File: config.mk
export PLATFORM = sky130hd
export DESIGN_NAME = hp_bar_draw_flat
export DESIGN_NICKNAME = d
export VERILOG_FILES = /design/src/rtl/hp_bar_draw_if.sv /design/src/rtl/hp_bar_draw.sv /design/src/flat_wrapper.sv
export SDC_FILE = /design/constraint.sdc
export NUM_CORES = 1
export LEC_CHECK = 0
export CORE_MARGIN = 2
export CORE_UTILIZATION = 40
export DETAILED_ROUTE_END_ITERATION = 6
export PLACE_DENSITY = 0.66
export SYNTH_ARGS = -nofsm -noshare
export SYNTH_HDL_FRONTEND = slang
export SYNTH_SLANG_ARGS = --single-unit
File: constraint.sdc
create_clock -name clk -period 2.2 [get_ports clk]
set_input_delay 0.22 -clock clk [delete_from_list [all_inputs] [get_ports clk]]
set_output_delay 0.22 -clock clk [all_outputs]
set_load 0.005 [all_outputs]
File: src/rtl/hp_bar_draw_if.sv
// Pixel-drawer handshake bundle: start/value request plus done and drawEn/x/y/colour pixel stream.
// The drawer uses the slave modport. The requester (game control, or the bench) uses master.
interface hp_bar_draw_if #(
    parameter int VAL_W   = 5,
    parameter int COLOR_W = 3
);
    logic               start;
    logic [VAL_W-1:0]   value;
    logic               done;
    logic               drawEn;
    logic [7:0]         x;
    logic [6:0]         y;
    logic [COLOR_W-1:0] colour;

    modport master (
        output start, value,
        input  done, drawEn, x, y, colour
    );

    modport slave (
        input  start, value,
        output done, drawEn, x, y, colour
    );
endinterface

File: src/rtl/hp_bar_draw.sv
// HP bar drawer: paints a MAX_LEN x HEIGHT bar column-major, filled up to min(value, MAX_LEN).
// Define BAR_BORDER_EN to paint the outer ring of the bar in BORDER_COLOR.
module hp_bar_draw #(
    parameter int X0      = 131,
    parameter int Y0      = 111,
    parameter int MAX_LEN = 18,
    parameter int HEIGHT  = 4,
    parameter int VAL_W   = 5,
    parameter int COLOR_W = 3,
    parameter logic [COLOR_W-1:0] FILL_COLOR  = 3'b010,
    parameter logic [COLOR_W-1:0] EMPTY_COLOR = 3'b100
`ifdef BAR_BORDER_EN
    , parameter logic [COLOR_W-1:0] BORDER_COLOR = 3'b111
`endif
) (
    input  logic           clk,
    input  logic           reset,
    hp_bar_draw_if.slave   bus
);
    localparam int COL_W = (MAX_LEN > 1) ? $clog2(MAX_LEN) : 1;
    localparam int ROW_W = (HEIGHT > 1) ? $clog2(HEIGHT) : 1;
    localparam int LEN_W = $clog2(MAX_LEN + 1);

    typedef enum logic [1:0] {S_IDLE, S_DRAW, S_DONE} state_t;

    state_t             r_state, w_state_next;
    logic [COL_W-1:0]   r_col, w_col_next;
    logic [ROW_W-1:0]   r_row, w_row_next;
    logic [LEN_W-1:0]   r_len_q, w_len_next;
    logic               r_done, w_done_next;
    logic               r_draw, w_draw_next;
    logic [7:0]         r_x, w_x_next;
    logic [6:0]         r_y, w_y_next;
    logic [COLOR_W-1:0] r_colour, w_colour_next;
    logic [VAL_W-1:0]   w_value;
    logic               w_last;

    assign w_value = bus.value;
    assign w_last  = (32'(r_col) == 32'(MAX_LEN - 1)) && (32'(r_row) == 32'(HEIGHT - 1));

    // Outputs are registered, so next-cycle pixel values are computed from the next counters.
    always_comb begin
        // NOTE: every signal gets a default first so no path leaves one unassigned (no latches).
        w_state_next  = r_state;
        w_col_next    = r_col;
        w_row_next    = r_row;
        w_len_next    = r_len_q;
        w_done_next   = 1'b0;
        w_draw_next   = 1'b0;
        w_x_next      = r_x;
        w_y_next      = r_y;
        w_colour_next = r_colour;

        case (r_state)
            S_IDLE: begin
                if (bus.start) begin
                    w_len_next   = (32'(w_value) > 32'(MAX_LEN)) ? LEN_W'(MAX_LEN) : LEN_W'(w_value);
                    w_col_next   = '0;
                    w_row_next   = '0;
                    w_draw_next  = 1'b1;
                    w_state_next = S_DRAW;
                end
            end
            S_DRAW: begin
                if (w_last) begin
                    w_done_next  = 1'b1;
                    w_state_next = S_DONE;
                end else begin
                    w_draw_next = 1'b1;
                    if (32'(r_row) == 32'(HEIGHT - 1)) begin
                        w_row_next = '0;
                        w_col_next = r_col + COL_W'(1);
                    end else begin
                        w_row_next = r_row + ROW_W'(1);
                    end
                end
            end
            S_DONE: begin
                if (bus.start) w_done_next  = 1'b1;
                else           w_state_next = S_IDLE;
            end
            default: w_state_next = S_IDLE;
        endcase

        if (w_draw_next) begin
            w_x_next = 8'(X0 + 32'(w_col_next));
            w_y_next = 7'(Y0 + 32'(w_row_next));
            w_colour_next = (32'(w_col_next) < 32'(w_len_next)) ? FILL_COLOR : EMPTY_COLOR;
`ifdef BAR_BORDER_EN
            if (w_row_next == '0 || 32'(w_row_next) == 32'(HEIGHT - 1) ||
                w_col_next == '0 || 32'(w_col_next) == 32'(MAX_LEN - 1))
                w_colour_next = BORDER_COLOR;
`endif
        end
    end

    always_ff @(posedge clk) begin
        // NOTE: state uses non-blocking assignments so every register samples pre-edge values.
        if (reset) begin
            r_state  <= S_IDLE;
            r_col    <= '0;
            r_row    <= '0;
            r_len_q  <= '0;
            r_done   <= 1'b0;
            r_draw   <= 1'b0;
            r_x      <= '0;
            r_y      <= '0;
            r_colour <= '0;
        end else begin
            r_state  <= w_state_next;
            r_col    <= w_col_next;
            r_row    <= w_row_next;
            r_len_q  <= w_len_next;
            r_done   <= w_done_next;
            r_draw   <= w_draw_next;
            r_x      <= w_x_next;
            r_y      <= w_y_next;
            r_colour <= w_colour_next;
        end
    end

    assign bus.done   = r_done;
    assign bus.drawEn = r_draw;
    assign bus.x      = r_x;
    assign bus.y      = r_y;
    assign bus.colour = r_colour;
endmodule

File: src/flat_wrapper.sv
// flat-port wrapper written by rule: the top's interface ports become plain ports
module hp_bar_draw_flat 
#(
    parameter int X0      = 131,
    parameter int Y0      = 111,
    parameter int MAX_LEN = 18,
    parameter int HEIGHT  = 4,
    parameter int VAL_W   = 5,
    parameter int COLOR_W = 3,
    parameter logic [COLOR_W-1:0] FILL_COLOR  = 3'b010,
    parameter logic [COLOR_W-1:0] EMPTY_COLOR = 3'b100

)
  (clk, reset, bus_start, bus_value, bus_done, bus_drawEn, bus_x, bus_y, bus_colour);
  hp_bar_draw_if #(.VAL_W(VAL_W), .COLOR_W(COLOR_W)) bus_i ();
  input  logic clk;
  input  logic reset;
  input wire logic [$bits(bus_i.start)-1:0] bus_start;
  input wire logic [$bits(bus_i.value)-1:0] bus_value;
  output wire logic [$bits(bus_i.done)-1:0] bus_done;
  output wire logic [$bits(bus_i.drawEn)-1:0] bus_drawEn;
  output wire logic [$bits(bus_i.x)-1:0] bus_x;
  output wire logic [$bits(bus_i.y)-1:0] bus_y;
  output wire logic [$bits(bus_i.colour)-1:0] bus_colour;
  assign bus_i.start = bus_start;
  assign bus_i.value = bus_value;
  assign bus_done = bus_i.done;
  assign bus_drawEn = bus_i.drawEn;
  assign bus_x = bus_i.x;
  assign bus_y = bus_i.y;
  assign bus_colour = bus_i.colour;
  hp_bar_draw #(.X0(X0), .Y0(Y0), .MAX_LEN(MAX_LEN), .HEIGHT(HEIGHT), .VAL_W(VAL_W), .COLOR_W(COLOR_W), .FILL_COLOR(FILL_COLOR), .EMPTY_COLOR(EMPTY_COLOR)) u_core (.clk(clk), .reset(reset), .bus(bus_i));
endmodule
### Word level (Yosys, flattened, before mapping)

Index checks and enable logic that the tools add are counted.

* add/subtract/negate cells: 4
* $lt $le $gt $ge: 2
* equality and inequality tests: 7
* mux-type cells: 21
* reductions and logical operators: 3

Operator list (number)
* 5-bit two-way mux: 6
* 2-bit two-way mux: 6
* 5-bit case mux with 2 select lines: 1
* 8-bit by 5-bit adder with 8-bit output, first input constant: 1
* 7-bit by 2-bit adder with 7-bit output, first input constant: 1
* 2-bit case mux with 3 select lines: 1
* 5-bit by 1-bit adder with 5-bit output, second input constant: 1
* 5-bit equality test, second input constant: 1
* 5-bit > comparator, second input constant: 1
* 5-bit less-than comparator: 1
* 2-bit equality test, second input constant: 2
* 2-bit inequality test, second input constant: 2
* 1-bit case mux with 2 select lines: 2
* 2-bit case mux with 2 select lines: 1
* 1-bit two-way mux: 3
* 3-bit two-way mux: 1
* 3-bit AND reduction: 1
* 2-bit by 1-bit adder with 2-bit output, second input constant: 1
* 2-bit by 1-bit equality test with 1-bit output, second input constant: 1
* 2-bit logical NOT: 1
* 2-bit by 1-bit inequality test with 1-bit output, second input constant: 1
* 1-bit logical AND: 1

* bits in registers: 34
* input bits: 8
* output and inout port bits: 20
* word-level logic and storage cells: 46

### Longest topological paths before layout

Gate-level depths: netlist of run 1.

* word-level depth: 6
* gate-level depth with buffers: 12
* gate-level depth less buffers: 12

### Worst setup path after synthesis of run 1

No wires, ideal clock.

* path type: reg2reg
* start: register u_core.r_state[0]
* end: register u_core.r_colour[2] (netlist: u_core.bus.colour[2])
* library setup time: 0.129 ns
* arrival: 2.278 ns
* path slack: -0.207 ns
* cell stages (with the launch flop): 12
* path buffers: 0
* period minus slack after synthesis: 2.407 ns
* cells stage by stage: dfxtp_1 inv_1 ha_1 mux2i_2 a211oi_2 or2_4 inv_1 ha_1 a21o_1 a21o_1 a21oi_1 a311oi_1

* cells in the longest elaborated chain, start to end: 4
* elaborated cells on any way between the ends: 7
* those cells by class: order compare (1); eq/ne (1); mux (4); reduce/logical (1)

Ends and longest elaborated chain
* start: declaration: RTL line hp_bar_draw.sv:26 `state_t r_state, w_state_next;`
* start signal: assignment: RTL line hp_bar_draw.sv:110 `r_state <= w_state_next;`
* 2-bit by 1-bit equality test with 1-bit output or 2-bit logical NOT (tied branches): RTL line hp_bar_draw.sv:54 `case (r_state)`
* 5-bit case mux with 2 select lines (*): RTL line hp_bar_draw.sv:54
* via u_core.w_col_next[2]: RTL line hp_bar_draw.sv:27 `logic [COL_W-1:0] r_col, w_col_next;`
* 5-bit less-than comparator (*): RTL line hp_bar_draw.sv:88 `w_colour_next = (32'(w_col_next) < 32'(w_len_next)) ? FILL_COLOR : EMPTY_COLOR;`
* 3-bit two-way mux (*): RTL line hp_bar_draw.sv:88
* end signal: assignment: RTL line hp_bar_draw.sv:118 `r_colour <= w_colour_next;`
* end: declaration: RTL line hp_bar_draw.sv:34 `logic [COLOR_W-1:0] r_colour, w_colour_next;`

The timed path passes the listed nets; every way through them passes the cells marked *.
A chain may end at the register's enable or synchronous reset.

### Final worst setup path of run 1

* start: register u_core.r_col[1]
* end: register u_core.r_colour[1] (netlist: u_core.bus.colour[1])

* cells in the longest elaborated chain, start to end: 6
* elaborated cells on any way between the ends: 11
* those cells by class: add/sub (1); order compare (1); eq/ne (1); mux (7); reduce/logical (1)

Ends and longest elaborated chain
* start: declaration: RTL line hp_bar_draw.sv:27
* start signal: assignment: RTL line hp_bar_draw.sv:111 `r_col <= w_col_next;`
* 5-bit by 1-bit adder with 5-bit output or 5-bit equality test (tied branches): RTL line hp_bar_draw.sv:72, hp_bar_draw.sv:39
* 5-bit two-way mux or 1-bit logical AND (tied branches): RTL line hp_bar_draw.sv:70, hp_bar_draw.sv:39
* 5-bit two-way mux (*): RTL line hp_bar_draw.sv:65 `if (w_last) begin`
* 5-bit case mux with 2 select lines (*): RTL line hp_bar_draw.sv:54
* via u_core.w_col_next[2]: RTL line hp_bar_draw.sv:27
* 5-bit less-than comparator (*): RTL line hp_bar_draw.sv:88
* 3-bit two-way mux (*): RTL line hp_bar_draw.sv:88

Marked as above.

==> results of run 1 <==
-- worst paths after layout --
path / end / slack [ns] / depth (start not counted)
setup reg to reg: u_core.bus.colour[1] / -0.02 / 11
setup / recovery: u_core.bus.colour[1] / -0.02 / 11
hold / removal: u_core.bus.x[4] / 0.48 / 1
hold reg to reg: u_core.bus.x[4] / 0.48 / 1
-- through the flow --
stage	instances	util
6_report	290	0.5982
5_1_grt	290	0.5982
4_1_cts	288	0.5849
3_5_place_dp	277	0.5436
3_3_place_gp	277	0.5436
2_1_floorplan	183	-
-- what timing repair did --
item / 4_1_cts / 5_1_grt
endpoints found under the setup margin: 3 / 4
resized for setup: 14 / 9
setup buffers: 3 / 2
cloned: 0 / 0
pin swaps: 2 / 1
-- layer usage --
layer	up-vias	routed length [um]	track usage
li1	761	-	-
met1	703	1838	0.2551
met2	47	2066	0.3346
met3	9	195	0.04000
met4	0	73	0.06888
met5	-	0	0
-- kinds of logic after synthesis --
group | count (synthesis)
DFF | 29
xor gates and xnor gates | 2
and+or+nand+nor | 60
buffers and inverters | 23
adders and majority gates | 13
AOI/OAI and AO/OA | 47
muxes | 7
other | 1
-- registers in the layout (all words and copies together) (netlist names) --
register,count
u_core.bus.colour,2
u_core.bus.done,1
u_core.bus.drawEn,1
u_core.bus.x,6
u_core.bus.y,5
u_core.r_col,5
u_core.r_len_q,5
u_core.r_row,2
u_core.r_state,2
-- power groups by stage --
stage / clock (mW) / combinational, mW / sequential [mW]
3_5_place_dp: 0 / 0.767 / 0.689
6_report: 0.425 / 0.802 / 0.686
2_1_floorplan: 0 / 0.470 / 0.691
5_1_grt: 0.455 / 0.883 / 0.698
4_1_cts: 0.430 / 0.788 / 0.684
3_3_place_gp: 0 / 0.742 / 0.684
-- final cells by class --
class                   count  area, um2  share of cell area
multi-input cells         131       1049              0.4446
flip-flops and latches     29      595.6              0.2525
repair buffers             61      520.5              0.2207
clock buffers               6      72.57             0.03077
well taps                  50      62.56             0.02653
inverters                  11      48.80             0.02069
clock inverters             2      10.01            0.004244
-- synth_stat cells, types with 3 or more instances --
cell / n / area, um2
ha_1: 13 / 162.7
clkbuf_1: 3 / 11.26
nand2_1: 12 / 45.04
dfxtp_1: 29 / 580.6
buf_4: 5 / 37.54
o21ai_0: 7 / 35.03
nand3_1: 3 / 15.01
a21oi_1: 11 / 55.05
nor2_1: 24 / 90.09
inv_1: 10 / 37.54
a211oi_1: 4 / 30.03
a21o_1: 4 / 30.03
mux2i_1: 5 / 50.05
nor3_1: 4 / 20.02
a211oi_2: 3 / 37.54
-- worst register-to-register path, delay by kind of cell (launching register included) --
| kind | cells | cell delay, ns |
|---|---|---|
| buffers and inverters | 2 | 0.10 |
| adder cells (fa/ha/maj) | 2 | 0.34 |
| AND/OR/NAND/NOR | 2 | 0.39 |
| flip-flops | 1 | 0.37 |
| AO/OA/AOI/OAI | 5 | 0.95 |
==> results.md, run 1 <==
Die:
- In this run the standard cell core region covers 3943 um2.
- The floorplan die area is 4572 um2.
- For this configuration, the core starts out at a cell density of 0.4107.
- From left edge to right edge, the die measures 67.62 um.
- The number of top-level pins is 28.
- The floorplan step set the die height to 67.62 um.
- The standard-cell row count is 23.

Timing:
- Headroom to the max-slew limit came out at 0.6316.
- The worst hold slack after final layout is 0.4807 ns.
- In the final timing run, aggregate negative setup slack is -0.04240 ns.
- Setup repair after global routing could not meet its margin everywhere.
- Setup violations remaining at the end of the flow were counted as 2.
- Timing would allow up to 450.2 MHz.
- In the finished design, the share of the clock period the worst path needs comes to 1.010.
- The smallest setup slack after layout is -0.02131 ns.
- The slew of the pin with the lowest slew margin is 0.5386 ns.
- Subtracting the final worst setup slack from the clock period gives 2.221 ns.
- The number of pins exceeding their max-slew limit in the final report came to 0.
- The number of failing hold endpoints at the final stage is 0.
- The worst clock skew is 0.008562 ns.

Layout:
- The repair_antennas step left the layout with diodes totalling 0.
- At the end of the flow, the number of nets in the layout was 260.
- The number of filler instances in the final layout is 322.
- The commonest non-fill, non-tap cell in the layout is buf_4.
- The area growth from synthesis to layout is 45.67%.
- The top cell types in the final layout, fill and taps aside, are buf_4 (36), clkdlybuf4s50_1 (25), nor2_1 (24), dfxtp_1 (23), nand2_1 (11).
- The cell area after layout is 2359 um2.
- The fraction of final layout cells sized beyond drive strength 1 is 0.3292.

Yosys:
- The commonest register cell after synthesis is dfxtp_1.
- The share of the synthesized netlist area taken by xor and xnor gates is 0.01082.
- The sequential fraction of the synthesis area is 0.3586.
- The arithmetic-cell share of the synthesized area counting full adders, half adders and majority gates is 0.1005.
- The number of distinct library cells after synthesis is 50.
- The cell count after synthesis came out at 182.
- After synthesis, the share of flip-flops with an asynchronous set or reset is 0.
- Summing every instance area after synthesis gives 1619 um2.
- In this run, synthesis produced a sequential element count of 29.
- Yosys printed 0 warnings.
- Of the total synthesized cell area, the portion taken by AND, OR, NAND and NOR gates is 0.2009.
- The fraction of the mapped netlist area in compound gates is 0.2094.
- The portion of synthesized area spent on multiplexers is 0.04637.
- The synthesized area divided by synthesized cell count is 8.896 um2.
- The largest family of logic cells by synthesized area is compound AO/OA/AOI/OAI gates.
- In this run, synthesis inferred 0 flip-flops with an integrated enable.

Pwr:
- The peak supply drop is 0.6185 mV.
- Power spread over the standard cell area amounts to 810.8 nW/um2.
- The share of total power dissipated in the clock network is 0.222.
- The part of the total power dissipated in combinational logic is 0.419.
- The internal power of the cells totals 1.263 mW.
- The analysis attributes to net switching a power of 0.6494 mW.
- The sequential share of power is 0.359.
- In this run the static leakage power is 0.9821 nW.
- The completed layout was analyzed and its total power is 1.912 mW.
- Of the total power, the share spent switching nets is 0.3396.

Worst setup path:
- The signal on the critical path passes through inv_4 -> ha_4 -> nor4bb_4 -> o31a_2 -> or2_4 -> inv_2 -> ha_4 -> a21o_1 -> a21o_1 -> a21oi_2 -> a32o_1.
- The startpoint of the most critical setup path is u_core.r_col[1].
- The worst setup path is captured at a register.
- The largest individual stage delay along the critical path comes from the cell dfxtp_4.
- The worst register-to-register path begins at u_core.r_col[1].
- The combined buffer and inverter count along the critical path is 2.
- The launching element type of the critical path is a register.
- STA puts the critical path data required time at 2.42 ns.
- The kind of critical path is register to register.
- The highest fanout seen on the critical path is 3.
- The data arrival time of the worst path is 2.44 ns.
- The largest stage delay on the critical path is 0.37 ns.
- The cell family contributing the most delay on the critical path is compound AO/OA/AOI/OAI gates.

Route:
- The final wirelength is 4173 um.
- The routed layout has 1,520 vias.
- The starting DRC count in detailed routing is 77.
- The detail-routed via count per cell is 5.241.
- The remaining antenna violation count is 0.
- In the final routed layout, each cell accounts on average for 14.39 um.
- In the routed design, unresolved DRC markers number 0.
- The number of detailed-route iterations in the first pass is 4.

Placement:
- The count of input and output buffers is 25.
- Summing all placed instances gives a cell area of 2143 um2.
- The HPWL after detailed placement is 2968 um.
- The minimum setup slack after placement is -0.1110 ns.
- The global placer's final weighted congestion is 0.8114.

Clock tree:
- The buffer levels on the longest clock path is 2.
- The clock reaches the later pin of the worst-skew pair after 0.29 ns.
- The hold buffer count at CTS is 0.
- Buffers inserted during clock tree synthesis total 5.
- The H-tree depth reported by CTS is 2.
- The master cell of the clock root buffer is clkbuf_8.
- The clock slew seen by the registers of the worst setup and hold paths is 0.06 ns.
- The count of clock tree sinks is 29.
- TritonCTS built the clock tree.

GRT:
- The number of antenna violations at the first check in global routing is 0.
- The remaining global-route overflow is 0.
- Entering global routing, the biggest net connects 21 pins.
- The number of global-route vias before repair is 1,461.
- Across every metal layer, demand over resource in global routing totals 0.2002.
- The global-route wire length before repair is 6789 um.

Flow run:
- Max-cap violations in this run came to 0.

Hold path:
- In this run the most critical hold path is launched from u_core.bus.x[4].
- The worst hold path belongs to the class register to register.

Run status:
- The final reports fail on setup timing.
- The run finished, with violations left.
Power figures use the tool's default switching activity.
==> inputs of run 2 (changes only) <==
Settings changed: CTS_CLUSTER_SIZE from default to 25, PLACE_DENSITY 0.66 to default.
Clock period 2.2 ns to 2.35 ns, I/O delays scaled along.
==> run 2 against run 1 <==
Via count down 2.4%. Clock power increased by 26%. Hold slack got worse by 0.0099 ns. Combinational power decreased by 13%. Final area shrank 5.3%. Critical endpoint is now u_core.bus.colour[2]. Setup slack better by 0.079 ns. Non-clock buffer count shrank 15. Critical path depth unchanged. Routed wire length down 0.93%. Flip-flop and latch count unchanged. Maximum frequency decreased by 3.1%. The run now ends clean. Register-to-register slack gained 0.08 ns.
==> results.md, run 2 (synthesis gave the netlist of run 1 again) <==
Clock tree:
- The CTS tree is yes (unchanged).
- The H-tree depth reported by CTS was 2 (unchanged).
- The count of clock tree sinks is 29 (unchanged).
- The hold buffer count at CTS came to 0 (unchanged).
- The master cell of the clock root buffer is clkbuf_8 (unchanged).
- The buffer levels on the longest clock path is 2 (unchanged).
- The clock slew seen by the registers of the worst setup and hold paths is 0.06 ns (about the same).
- The number of clock buffers inserted by TritonCTS was 5 (unchanged).
- The source-to-sink clock delay at the later pin of the worst-skew pair is 0.28 ns (was 0.29 ns).

Worst setup path:
- The terminus of the critical flop-to-flop path is u_core.bus.colour[2] (was u_core.bus.colour[1]).
- The data required time at the worst endpoint was 2.49 ns (was 2.42 ns).
- The kind of critical path is register to register (unchanged).
- The launching element type of the critical path is a register (unchanged).
- The combined buffer and inverter count along the critical path is 2 (unchanged).
- The critical path capture point type was a register (unchanged).
- The highest fanout seen on the critical path is 3 (unchanged).
- The depth of the worst register-to-register path was 11 (unchanged).
- The cell family with the largest share of critical-path delay is compound AO/OA/AOI/OAI gates (unchanged).
- The setup slack of the most critical reg-to-reg path came to 0.06 ns (was -0.02 ns).
- The slowest stage cell on the critical path is o31a_2 (was dfxtp_4).
- The data arrival time of the worst path was 2.43 ns (was 2.44 ns).
- The worst flop-to-flop path startpoint was u_core.r_col[1] (unchanged).
- The largest stage delay on the critical path is 0.38 ns (was 0.37 ns).
- Cells traversed along the worst timing path: inv_2 -> ha_4 -> nor4bb_4 -> o31a_2 -> or2_4 -> inv_2 -> ha_4 -> a21o_1 -> a21o_1 -> a21oi_2 -> a311oi_1 (was inv_4 -> ha_4 -> nor4bb_4 -> o31a_2 -> or2_4 -> inv_2 -> ha_4 -> a21o_1 -> a21o_1 -> a21oi_2 -> a32o_1).

Layout:
- The cell area after layout is 2235 um2 (was 2359 um2).
- The number of flip-flops in the largest register is 6 (unchanged).
- The commonest non-fill, non-tap cell in the layout is dfxtp_1 (was buf_4).
- Commonest cells after routing, fill and taps aside: dfxtp_1 (26), clkdlybuf4s50_1 (25), nor2_1 (24), buf_4 (21), nand2_1 (12) (was buf_4 (36), clkdlybuf4s50_1 (25), nor2_1 (24), dfxtp_1 (23), nand2_1 (11)).
- The final cell utilization of the core is 0.5668 (was 0.5982).
- The number of nets in the layout was 245 (was 260).
- The antenna diode count is 0 (unchanged).
- The area growth from synthesis to layout is 38.02% (was 45.67%).
- The fraction of final layout cells sized beyond drive strength 1 was 0.2533 (was 0.3292).

Route:
- The remaining antenna violation count is 0 (unchanged).
- The final wirelength was 4134 um (was 4173 um).
- The detail-routed via count per cell is 5.393 (was 5.241).
- The via count was 1,483 (was 1,520).
- The number of detailed-route iterations in the first pass is 4 (unchanged).
- The post-route DRC violation count is 0 (unchanged).
- The routed wirelength normalized by instance count was 15.03 um (was 14.39 um).
- The starting DRC count in detailed routing is 116 (was 77).

Timing:
- The worst clock skew is 0.004284 ns (was 0.008562 ns).
- The share of the clock period used by the worst path after layout is 0.9753 (was 1.010).
- The slew of the pin with the lowest slew margin is 0.5976 ns (was 0.5386 ns).
- The max-slew headroom at the worst pin came to 0.6003 (was 0.6316).
- The total of endpoints with negative setup slack in the final report is 0 (was 2).
- The number of pins exceeding their max-slew limit in the final report was 0 (unchanged).
- The highest attainable clock frequency is 436.3 MHz (was 450.2 MHz).
- The number of failing hold endpoints at the final stage is 0 (unchanged).
- The sum of negative setup slack is 0 ns (was -0.04240 ns).
- The final critical-path required period came to 2.292 ns (was 2.221 ns).

GRT:
- The global-route wire length before repair is 6637 um (was 6789 um).
- The largest net degree at the start of global routing came to 16 (was 21).
- The number of antenna violations at the first check in global routing came to 0 (unchanged).
- The remaining global-route overflow is 0 (unchanged).
- The global-route usage over all layers came to 0.1969 (was 0.2002).
- The number of global-route vias before repair is 1,508 (was 1,461).

Placement:
- The count of input and output buffers is 25 (unchanged).
- The HPWL after detailed placement is 2998 um (was 2968 um).
- The cell area reported after detailed placement was 2019 um2 (was 2143 um2).
- The global placer's final weighted congestion came to 0.9046 (was 0.8114).

Die:
- The floorplan die area came to 4572 um2 (unchanged).
- The width of the die came to 67.62 um (unchanged).
- The y dimension of the die is 67.62 um (unchanged).
- The number of top-level pins is 28 (unchanged).
- The initial standard-cell utilization of the core came to 0.4107 (unchanged).
- The standard cell core area is 3943 um2 (unchanged).
- The standard-cell row count was 23 (unchanged).

Pwr:
- The static power due to leakage is 0.9195 nW (was 0.9821 nW).
- The power per unit of standard cell area is 835.8 nW/um2 (was 810.8 nW/um2).
- The peak supply drop is 0.5440 mV (was 0.6185 mV).

Flow run:
- The max capacitance violation total came to 0 (unchanged).

Hold path:
- The end point of the most critical hold path was u_core.bus.x[4] (unchanged).
- The class of the worst hold path is register to register (unchanged).
- The instance count along the most critical hold path is 1 (unchanged).
- The startpoint of the most critical hold path is u_core.bus.x[4] (unchanged).

Run status:
- Run status: finished clean (was complete, but fails checks).
[run 2: cell count changes in the layout (fill, tap and decap cells not counted), sizes merged]
| cell | change |
|---|---|
| clkbuf | +1 |
| clkinv | -2 |
| bufinv | +1 |
| buf | -15 |
[run 2: metal layers]
metal	wire [um]	track usage	up-vias
li1	-	-	729
met1	1799	0.2345	704
met2	2033	0.3407	44
met3	248	0.05000	6
met4	52	0.06888	0
met5	0	0	-
[run 2: how the worst max path moves through the flow]
stage | startpoint | end | cells past startpoint | slack, ns
floorplan | u_core.r_col[0] | u_core.bus.colour[2] | 10 | 0.01
global placement | bus_start | u_core.bus.colour[2] | 9 | 0.04
detailed placement | u_core.r_state[0] | u_core.bus.colour[2] | 11 | -0.04
CTS | u_core.r_state[0] | u_core.bus.colour[1] | 11 | 0.03
global route | u_core.r_row[0] | u_core.bus.colour[1] | 9 | -0.02
finish | u_core.r_col[1] | u_core.bus.colour[2] | 11 | 0.06
[run 2: final cells by class]
cell class,count,area [um2]
clock buffers,7,86.33
clock inverters,1,30.03
fillers,347,1708
inverters,11,41.29
multi-input cells,131,1020
flip-flops and latches,29,586.8
well taps,50,62.56
repair buffers,46,407.9
[run 2: report_power, final]
group	leakage (nW)	switching (mW)	internal, mW	total, mW
Clock	0.0585	0.189	0.345	0.534
Sequential	0.239	0.0562	0.582	0.638
Combinational	0.622	0.338	0.358	0.696
[run 2: stage by stage]
| stage | std cells | setup WS, ns | power [mW] | hold slack, ns |
|---|---|---|---|---|
| after global routing | 275 | -0.02186 | 1.991 | 0.5001 |
| after floorplan | 183 | 0.01303 | 1.059 | 0.4047 |
| after global placement | 265 | 0.03594 | 1.288 | 0.4561 |
| after CTS | 273 | 0.02990 | 1.878 | 0.4743 |
| final | 275 | 0.05803 | 1.868 | 0.4708 |
| after detailed placement | 265 | -0.03805 | 1.308 | 0.4589 |
[run 2: timing repair]
item | in CTS | in global routing
resized for setup | 5 | 12
pin swaps | 1 | 8
endpoints found under the hold margin | 0 | 0
setup endpoints to repair | 2 | 3
setup buffers | 0 | 2
